$ cat config.mk
export PLATFORM = sky130hd
export DESIGN_NAME = tensor_core_sequencer
export DESIGN_NICKNAME = d
export VERILOG_FILES = /design/src/rtl/tensor_core_pkg.sv /design/src/rtl/matrix_byte_loader.sv /design/src/rtl/tensor_core_sequencer.sv
export SDC_FILE = /design/constraint.sdc
export NUM_CORES = 1
export LEC_CHECK = 0
export BUFFER_PORTS_ARGS = -buffer_cell sky130_fd_sc_hd__buf_2
export CAP_MARGIN = 20
export CORE_MARGIN = 5
export CORE_UTILIZATION = 55
export DETAILED_ROUTE_END_ITERATION = 12
export GPL_ROUTABILITY_DRIVEN = 0
export PLACE_DENSITY = 0.86
export SLEW_MARGIN = 20
export SYNTH_ARGS = -nofsm -noshare
export SYNTH_HDL_FRONTEND = slang
export SYNTH_HIERARCHICAL = 1
export SYNTH_SLANG_ARGS = --single-unit
$ cat constraint.sdc
create_clock -name clock_in -period 5.6 [get_ports clock_in]
set_clock_uncertainty 0.2 [all_clocks]
set_input_delay 1.12 -clock clock_in [delete_from_list [all_inputs] [get_ports clock_in]]
set_output_delay 1.12 -clock clock_in [all_outputs]
set_load 0.02 [all_outputs]
$ cat src/rtl/tensor_core_pkg.sv
`default_nettype none
// +--------------------------------------------------------------------------+
// | tensor_core_pkg : shared types for the tensor core sequencer             |
// | Revision: 1.0                                                            |
// +--------------------------------------------------------------------------+
package tensor_core_pkg;

    localparam int BUS_WIDTH = 7;

    typedef logic signed [BUS_WIDTH:0] elem_t;
    typedef elem_t [3:0][3:0]          matrix_t;

    typedef enum logic [1:0] {
        OP_MATMUL = 2'b00,
        OP_ADD    = 2'b01,
        OP_RELU   = 2'b10
    } op_t;

    typedef enum logic [3:0] {
        ST_IDLE      = 4'd0,
        ST_LOAD_A    = 4'd1,
        ST_LOAD_B    = 4'd2,
        ST_WRITE_REG = 4'd3,
        ST_SYNC      = 4'd4,
        ST_START     = 4'd5,
        ST_GUARD     = 4'd6,
        ST_WAIT_DONE = 4'd7,
        ST_DRAIN     = 4'd8
    } seq_state_t;

    // Both 2'b10 and 2'b11 select relu, which needs only one operand.
    function automatic logic is_relu(input logic [1:0] op);
        return op[1];
    endfunction

endpackage
`default_nettype wire

$ cat src/rtl/matrix_byte_loader.sv
`default_nettype none
// +--------------------------------------------------------------------------+
// | matrix_byte_loader : 16-entry row-major byte deserializer with index     |
// | Revision: 1.0                                                            |
// +--------------------------------------------------------------------------+
module matrix_byte_loader #(
    parameter int BUS_WIDTH = 7
) (
    input  logic                         clk,
    input  logic                         rst_n,
    input  logic                         i_clear,
    input  logic                         i_write,
    input  logic                         i_advance,
    input  logic [BUS_WIDTH:0]           i_data,
    output logic [3:0][3:0][BUS_WIDTH:0] o_matrix,
    output logic [3:0]                   o_index
);

    logic [3:0][3:0][BUS_WIDTH:0] r_matrix;
    logic [3:0]                   r_index;

    // i_advance steps the index without writing, so the counter can also walk a drain.
    always_ff @(posedge clk or negedge rst_n) begin
        if (!rst_n) begin
            r_matrix <= '0;
            r_index  <= '0;
        end else begin
            if (i_write) begin
                r_matrix[r_index[3:2]][r_index[1:0]] <= i_data;
            end
            if (i_clear) begin
                r_index <= '0;
            end else if (i_write || i_advance) begin
                r_index <= r_index + 4'd1;
            end
        end
    end

    assign o_matrix = r_matrix;
    assign o_index  = r_index;

endmodule
`default_nettype wire

$ cat src/rtl/tensor_core_sequencer.sv
`default_nettype none
// +--------------------------------------------------------------------------+
// | tensor_core_sequencer : loads operands, runs the tensor core, drains     |
// | the result matrix. Revision: 1.0                                         |
// +--------------------------------------------------------------------------+
module tensor_core_sequencer #(
    parameter int BUS_WIDTH      = 7,
    parameter int TIMEOUT_CYCLES = 64
) (
    input  logic                         clock_in,
    input  logic                         reset_n_in,
    input  logic                         cmd_valid_in,
    output logic                         cmd_ready_out,
    input  logic [1:0]                   cmd_op_in,
    input  logic                         data_valid_in,
    output logic                         data_ready_out,
    input  logic [BUS_WIDTH:0]           data_in,
    output logic                         result_valid_out,
    input  logic                         result_ready_in,
    output logic [BUS_WIDTH:0]           result_data_out,
    output logic                         result_last_out,
    output logic [3:0][3:0][BUS_WIDTH:0] core_input1_out,
    output logic [3:0][3:0][BUS_WIDTH:0] core_input2_out,
    output logic                         core_write_enable_out,
    output logic                         core_start_out,
    output logic [1:0]                   core_op_out,
    input  logic [3:0][3:0][BUS_WIDTH:0] core_output_in,
    input  logic                         core_done_in,
    output logic                         busy_out,
    output logic                         timeout_error_out
);
    import tensor_core_pkg::*;

    localparam int c_CNT_W = $clog2(TIMEOUT_CYCLES) + 1;

    seq_state_t                   r_state;
    seq_state_t                   w_state_next;
    logic [1:0]                   r_op;
    logic                         r_timeout;
    logic [c_CNT_W-1:0]           r_tmo_cnt;
    logic [3:0][3:0][BUS_WIDTH:0] r_result;
    logic [3:0]                   w_idx_a;
    logic [3:0]                   w_idx_b;
    logic                         w_cmd_hs;
    logic                         w_load_a_hs;
    logic                         w_load_b_hs;
    logic                         w_result_hs;
    logic                         w_capture;
    logic                         w_timeout_hit;

    // Ready is masked by reset so every output reads 0 while reset is held.
    assign cmd_ready_out         = reset_n_in && (r_state == ST_IDLE);
    assign data_ready_out        = (r_state == ST_LOAD_A) || (r_state == ST_LOAD_B);
    assign result_valid_out      = (r_state == ST_DRAIN);
    assign result_last_out       = result_valid_out && (w_idx_a == 4'd15);
    assign result_data_out       = result_valid_out ? r_result[w_idx_a[3:2]][w_idx_a[1:0]] : '0;
    assign core_write_enable_out = (r_state == ST_WRITE_REG);
    assign core_start_out        = (r_state == ST_START);
    assign core_op_out           = core_start_out ? r_op : 2'b00;
    assign busy_out              = (r_state != ST_IDLE);
    assign timeout_error_out     = r_timeout;

    assign w_cmd_hs      = cmd_valid_in && cmd_ready_out;
    assign w_load_a_hs   = data_valid_in && (r_state == ST_LOAD_A);
    assign w_load_b_hs   = data_valid_in && (r_state == ST_LOAD_B);
    assign w_result_hs   = result_valid_out && result_ready_in;
    assign w_capture     = (r_state == ST_WAIT_DONE) && core_done_in;
    assign w_timeout_hit = (r_state == ST_WAIT_DONE) && !core_done_in && (r_tmo_cnt == '0);

    // The A loader's index doubles as the drain pointer.
    matrix_byte_loader #(.BUS_WIDTH(BUS_WIDTH)) u_load_a (
        .clk       (clock_in),
        .rst_n     (reset_n_in),
        .i_clear   (w_cmd_hs),
        .i_write   (w_load_a_hs),
        .i_advance (w_result_hs),
        .i_data    (data_in),
        .o_matrix  (core_input1_out),
        .o_index   (w_idx_a)
    );

    matrix_byte_loader #(.BUS_WIDTH(BUS_WIDTH)) u_load_b (
        .clk       (clock_in),
        .rst_n     (reset_n_in),
        .i_clear   (w_cmd_hs),
        .i_write   (w_load_b_hs),
        .i_advance (1'b0),
        .i_data    (data_in),
        .o_matrix  (core_input2_out),
        .o_index   (w_idx_b)
    );

    always_ff @(posedge clock_in or negedge reset_n_in) begin
        if (!reset_n_in) begin
            r_state <= ST_IDLE;
        end else begin
            r_state <= w_state_next;
        end
    end

    always_comb begin
        w_state_next = r_state;
        case (r_state)
            ST_IDLE:      if (w_cmd_hs) w_state_next = ST_LOAD_A;
            ST_LOAD_A:    if (w_load_a_hs && (w_idx_a == 4'd15))
                              w_state_next = is_relu(r_op) ? ST_WRITE_REG : ST_LOAD_B;
            ST_LOAD_B:    if (w_load_b_hs && (w_idx_b == 4'd15)) w_state_next = ST_WRITE_REG;
            ST_WRITE_REG: w_state_next = ST_SYNC;
            ST_SYNC:      if (core_done_in) w_state_next = ST_START;
            ST_START:     w_state_next = ST_GUARD;
            ST_GUARD:     w_state_next = ST_WAIT_DONE;
            ST_WAIT_DONE: begin
                if (w_capture)          w_state_next = ST_DRAIN;
                else if (w_timeout_hit) w_state_next = ST_IDLE;
            end
            ST_DRAIN:     if (w_result_hs && (w_idx_a == 4'd15)) w_state_next = ST_IDLE;
            default:      w_state_next = ST_IDLE;
        endcase
    end

    // Timeout counter counts down from TIMEOUT_CYCLES-1 so WAIT_DONE lasts TIMEOUT_CYCLES cycles.
    always_ff @(posedge clock_in or negedge reset_n_in) begin
        if (!reset_n_in) begin
            r_op      <= 2'b00;
            r_timeout <= 1'b0;
            r_tmo_cnt <= '0;
            r_result  <= '0;
        end else begin
            if (w_cmd_hs) begin
                r_op      <= cmd_op_in;
                r_timeout <= 1'b0;
            end else if (w_timeout_hit) begin
                r_timeout <= 1'b1;
            end
            if (r_state == ST_GUARD) begin
                r_tmo_cnt <= c_CNT_W'(TIMEOUT_CYCLES - 1);
            end else if ((r_state == ST_WAIT_DONE) && (r_tmo_cnt != '0)) begin
                r_tmo_cnt <= r_tmo_cnt - 1'b1;
            end
            if (w_capture) begin
                r_result <= core_output_in;
            end
        end
    end

endmodule
`default_nettype wire

==> results of run 1 <==
## worst max-delay path by stage
| stage | endpoint | slack (ps) | cells past startpoint |
|---|---|---|---|
| after floorplan | result_data_out[0] | 2430 | 4 |
| after global placement | result_data_out[3] | 2010 | 4 |
| after detailed placement | result_data_out[3] | 2020 | 4 |
| after CTS | result_data_out[3] | 1410 | 4 |
| after global routing | result_data_out[3] | 1320 | 4 |
| final | result_data_out[3] | 1500 | 4 |
## cell usage after synthesis (10+ instances only)
cell	count	area share, %
buf_12	11	1.3
buf_2	14	0.40
clkbuf_1	20	0.43
dfrtp_1	406	58
ha_1	10	0.71
mux2_2	282	18
mux2_4	100	8.5
mux2i_1	17	0.97
mux4_2	32	4.1
nand2_1	19	0.41
nand3_4	10	1.0
nor2_1	21	0.45
## area by class of cell
cell class | instances | share of cell area, %
timing repair buffer | 423 | 10.1
multi-input combinational | 603 | 32.6
inverter | 7 | 0.123
sequential | 406 | 47.6
antenna | 6 | 0.0704
clock buffer | 58 | 5.82
clock inverter | 19 | 1.33
tap | 402 | 2.36
## critical path: stages, from the launching register on
cell and delay (ps):
dfrtp_4 990, mux4_2 640, mux2i_1 230, o22ai_1 150, buf_2 210
## flip-flops by register name, summed over array words and instances, names as in the netlist
register           count
r_result             128
u_load_a/o_index       4
r_op                   2
u_load_a/o_matrix    128
timeout_error_out      1
r_state                4
u_load_b/o_matrix    128
u_load_b/o_index       4
r_tmo_cnt              7
## through the flow
stage               total power [mW]  util (%)
global route                    11.7      67.6
CTS                             11.3      67.6
global placement                8.03      62.7
finish                          11.2      67.6
floorplan                       7.06         -
detailed placement              8.21      62.7
## placed cells by master, fill, tap and decap left out, drive strengths merged, types with 11 or more instances in the layout
cell	Yosys	routed
nand2	22	22
dfrtp	406	406
nor3	11	11
nand3	19	19
mux4	32	32
buf	37	423
mux2	386	386
mux2i	17	17
clkbuf	20	58
nor2	21	21
## power by group through the flow
stage / Clock, mW / Combinational, mW / Sequential (mW)
2_1_floorplan: 0 / 2.15 / 4.91
3_3_place_gp: 0 / 3.41 / 4.62
3_5_place_dp: 0 / 3.53 / 4.68
4_1_cts: 3.09 / 3.55 / 4.65
5_1_grt: 3.22 / 3.73 / 4.78
6_report: 3.03 / 3.52 / 4.66
## logic make-up after synthesis
family | after synthesis | share of synthesized area, %
AND/OR/NAND/NOR | 110 | 4.98
AO/OA/AOI/OAI | 38 | 1.39
other | 1 | 0.0213
buffers and inverters | 64 | 2.78
XOR/XNOR | 7 | 0.349
flip-flops | 406 | 57.8
adder cells (fa/ha/maj) | 10 | 0.712
multiplexers | 435 | 31.9
## layer usage
layer	wire length, um	up-vias	global-route usage, %
met5	69	-	0
met4	1680	10	9.89
met3	3210	110	6.15
met2	22300	446	41.3
met1	18100	5626	32.1
li1	-	4737	-
==> flow_summary.toml, run 1 <==
[detailed_routing]
drt_pre_antenna_iters = 6
dr.first_iter.drc_count = 579
drt-total-wl_mm = 45.4
routedWlPerCell_um = 23.6
vias = 10900
drc = 0
vias_per_cell = 5.68
drtAntennaViolNets = 0

[finish]
fin_nets = 1638
nFillCells = 2184
multi_input_area_sq_mm = 0.00695
regArea_sq_mm = 0.0102
final_area_sq_mm = 0.0213
instances_no_fill = 1924
syn2layout_area_growth_pct = 21.4
drive_gt1_share_pct = 63.0

[cts]
clk_path_buf_depth = 3
clock-root-buffer = "clkbuf_16"
post_cts_buffers = 0
cts_buffers = 43
cts_resized = 0
cts.htree.levels = 2
cts_sinks = 406
tritoncts = "yes"
clk_latency_ps = 530
clk_pin_slew_ps = 60
postCtsHoldBufs = 0

[floorplan]
core_sq_mm = 0.0316
rows = 65
start_util_pct = 55.7
die-area_sq_mm = 0.0356
die-width_um = 189
io_pins = 418
fp.dieH_um = 189

[place]
dp_hpwl_mm = 31.2
numPortBuffers = 417
place_area_sq_mm = 0.0198
dp_cells = 1841
pre_cts_ws_ps = 2020

[worst_setup_path]
cp-startpoint = "u_load_a/o_index[3]$_DFFE_PN0P_"
cp_data_required_time_ps = 4280
cp-start-kind = "register"
rrSetupSlack_ps = 2370
r2r-end = "u_load_b/o_matrix[30]$_DFFE_PN0P_"
cp.arrival_ps = 2780
r2r_start = "r_state[3]$_DFFE_PN0P_"
path_max_fanout = 45
end_kind = "output pin"
ff2ff_path_depth = 7
worstSetupPathType = "reg -> out"

[grt]
antenna_found_initial = 11
grt_use_total_pct = 25.0
grt_max_degree = 188
grt_pass1_wl_mm = 69.8
overflow = 0
grt_pass1_vias = 11800

[synthesis]
yosysUniqueCellTypes = 53
synth_ff_type = "dfrtp_1"
yosysSeqAreaShare_pct = 57.8
avgSynthCellArea_sq_um = 16.4
synthCells = 1071
syn-cell-area_sq_mm = 0.0176
synthArstFlopShare_pct = 100
synth-seq-cells = 406
yosys_warnings = 6
synth_edf_count = 0

[worst_hold_path]
min_to = "u_load_a/o_matrix[54]$_DFFE_PN0P_"
hold_path_depth = 1
hold_path_class = "reg -> reg"
min_from = "u_load_a/o_matrix[54]$_DFFE_PN0P_"

[timing]
drv_slew = 0
maxSlewHeadroom_pct = 27.0
finalHoldViolations = 0
period_share_pct = 73.2
period_needed_ps = 4100
rsz0062_at_grt = "no"
fmax_mhz = 244
worst_slack_ps = 1500
hold_ws_ps = 293
tightest_slew_ps = 1090
fin_tns_setup_ps = 0
setup_viol = 0

[pwr]
p_per_area_mw_per_mm2 = 526
ir_drop_mv = 0.344
comb_power_share_pct = 31.4
sw_frac_of_total_pct = 32.4
switchingPower_mw = 3.64
clockPowerShare_pct = 27.0
p_leak_nw = 11.4
pwr-share-seq_pct = 41.6
internal_power_mw = 7.58

[run]
drv_cap = 0

[status]
outcome = "finished, final reports clean"
(Power assumes the default switching activity.)
==> inputs of run 2 (changes only) <==
- CORE_UTILIZATION: 55 -> 49
- PLACE_DENSITY: 0.86 -> 0.81
- clock period: 5.6 -> 3.6 ns (I/O delays scaled with it)
==> flow_summary.toml, run 2 (same netlist as run 1, synthesis figures left out) <==
[status]
outcome = "finished, final reports clean"

[cts]
tritoncts = "yes"
cts.htree.levels = 2
clk_path_buf_depth = 3
cts_sinks = 406
clock-root-buffer = "clkbuf_16"
clk_latency_ps = 560
clk_pin_slew_ps = 70
cts_buffers = 43

[detailed_routing]
drt_pre_antenna_iters = 4
vias_per_cell = 5.41
drc = 0
routedWlPerCell_um = 22.8
drtAntennaViolNets = 0
drt-total-wl_mm = 45.2
vias = 10700
dr.first_iter.drc_count = 531

[timing]
drv_slew = 0
tightest_slew_ps = 924
period_needed_ps = 3460
period_share_pct = 96.1
fin_tns_setup_ps = 0
finalHoldViolations = 0
maxSlewHeadroom_pct = 38.4
fmax_mhz = 289
rsz0062_at_grt = "no"
setup_viol = 0

[worst_setup_path]
cp_data_required_time_ps = 2680
path_cells = "mux4_2, mux2i_1, o22ai_1, buf_2"
rrSetupSlack_ps = 890
worstSetupPathType = "reg -> out"
cp-start-kind = "register"
cp.arrival_ps = 2540
end_kind = "output pin"
crit_buf_inv = 1
cpLargestDelayFamily = "flip-flops"
slowest_delay_ps = 920
critPathSlowestCell = "dfrtp_2"
path_max_fanout = 37

[finish]
fin_nets = 1646
layout_common_cells = "buf_2, dfrtp_1, mux2_2"
drive_gt1_share_pct = 63.0
syn2layout_area_growth_pct = 21.5
mostFrequentLayoutCell = "buf_2"
fin_util_pct = 60.2
nFillCells = 2682
instances_no_fill = 1985

[floorplan]
io_pins = 418
start_util_pct = 49.5
core_sq_mm = 0.0355
die-width_um = 199
rows = 69
die-area_sq_mm = 0.0397
fp.dieH_um = 199

[pwr]
switchingPower_mw = 5.64
sw_frac_of_total_pct = 33.3
p_per_area_mw_per_mm2 = 792
comb_power_share_pct = 32.4
clockPowerShare_pct = 24.7
p_leak_nw = 11.4
internal_power_mw = 11.3
pwr-share-seq_pct = 42.8
ir_drop_mv = 0.594

[grt]
grt_pass1_wl_mm = 69.0
grt_pass1_vias = 11700
grt_use_total_pct = 22.5
antenna_found_initial = 8
grt_max_degree = 192
overflow = 0

[place]
dp_hpwl_mm = 31.5
dp_cells = 1905
numPortBuffers = 417

[worst_hold_path]
hold_path_class = "in -> reg"

[run]
drv_cap = 0
[run 2: layer usage]
metal	up-vias	part of all wire, %	global-route usage (%)	routed length, um
met5	-	0.046	0	21
met4	4	3.1	7.72	1420
met3	83	6.4	4.96	2880
met2	361	50	38.0	22600
met1	5570	40	29.0	18300
li1	4729	-	-	-
[run 2: power groups by stage]
| stage | Clock (mW) | Combinational (mW) | Sequential [mW] |
|---|---|---|---|
| floorplan | 0 | 3.35 | 7.64 |
| global placement | 0 | 5.32 | 7.21 |
| detailed placement | 0 | 5.48 | 7.30 |
| CTS | 4.30 | 5.54 | 7.23 |
| global route | 4.47 | 5.86 | 7.42 |
| finish | 4.19 | 5.49 | 7.24 |
[run 2: what timing repair did]
action / CTS / global route
endpoints found under the setup margin: 2 / 7
hold buffers: 1 / 0
buffers inserted: 1 / 0
endpoints found under the hold margin: 37 / 0
resized for setup: 0 / 1
[run 2: cell type report]
cell class / instances / area, sq um / area share (%)
clock buffers: 56 / 1220 / 5.74
clock inverters: 15 / 95.1 / 0.445
well taps: 461 / 577 / 2.70
multi-input cells: 603 / 6960 / 32.6
repair buffers: 431 / 2290 / 10.7
inverters: 7 / 26.3 / 0.123
diodes: 6 / 15.0 / 0.0703
flip-flops and latches: 406 / 10200 / 47.6
[run 2: per-stage QoR]
stage          setup WS (ps)  cell area, sq um  hold WS, ps  total power [mW]
2_1_floorplan            830             17600          224              11.0
3_3_place_gp             611             19900          272              12.5
3_5_place_dp             599             19900          280              12.8
4_1_cts                 41.9             21300          144              17.1
5_1_grt                 5.44             21300          159              17.7
6_report                 141             21300          182              16.9
[run 2: worst paths after layout]
kind                                              startpoint                            endpoint  cells after the start
max                          u_load_a/o_index[0]$_DFFE_PN0P_                  result_data_out[2]                      4
min                                      core_output_in[112]           r_result[112]$_DFFE_PN0P_                      2
max reg2reg                  u_load_a/o_index[0]$_DFFE_PN0P_   u_load_a/o_matrix[27]$_DFFE_PN0P_                      4
min reg2reg                u_load_b/o_matrix[55]$_DFFE_PN0P_   u_load_b/o_matrix[55]$_DFFE_PN0P_                      1
max in group asynchronous                         reset_n_in  u_load_a/o_matrix[120]$_DFFE_PN0P_                      4
min in group asynchronous                         reset_n_in   u_load_b/o_matrix[33]$_DFFE_PN0P_                      2
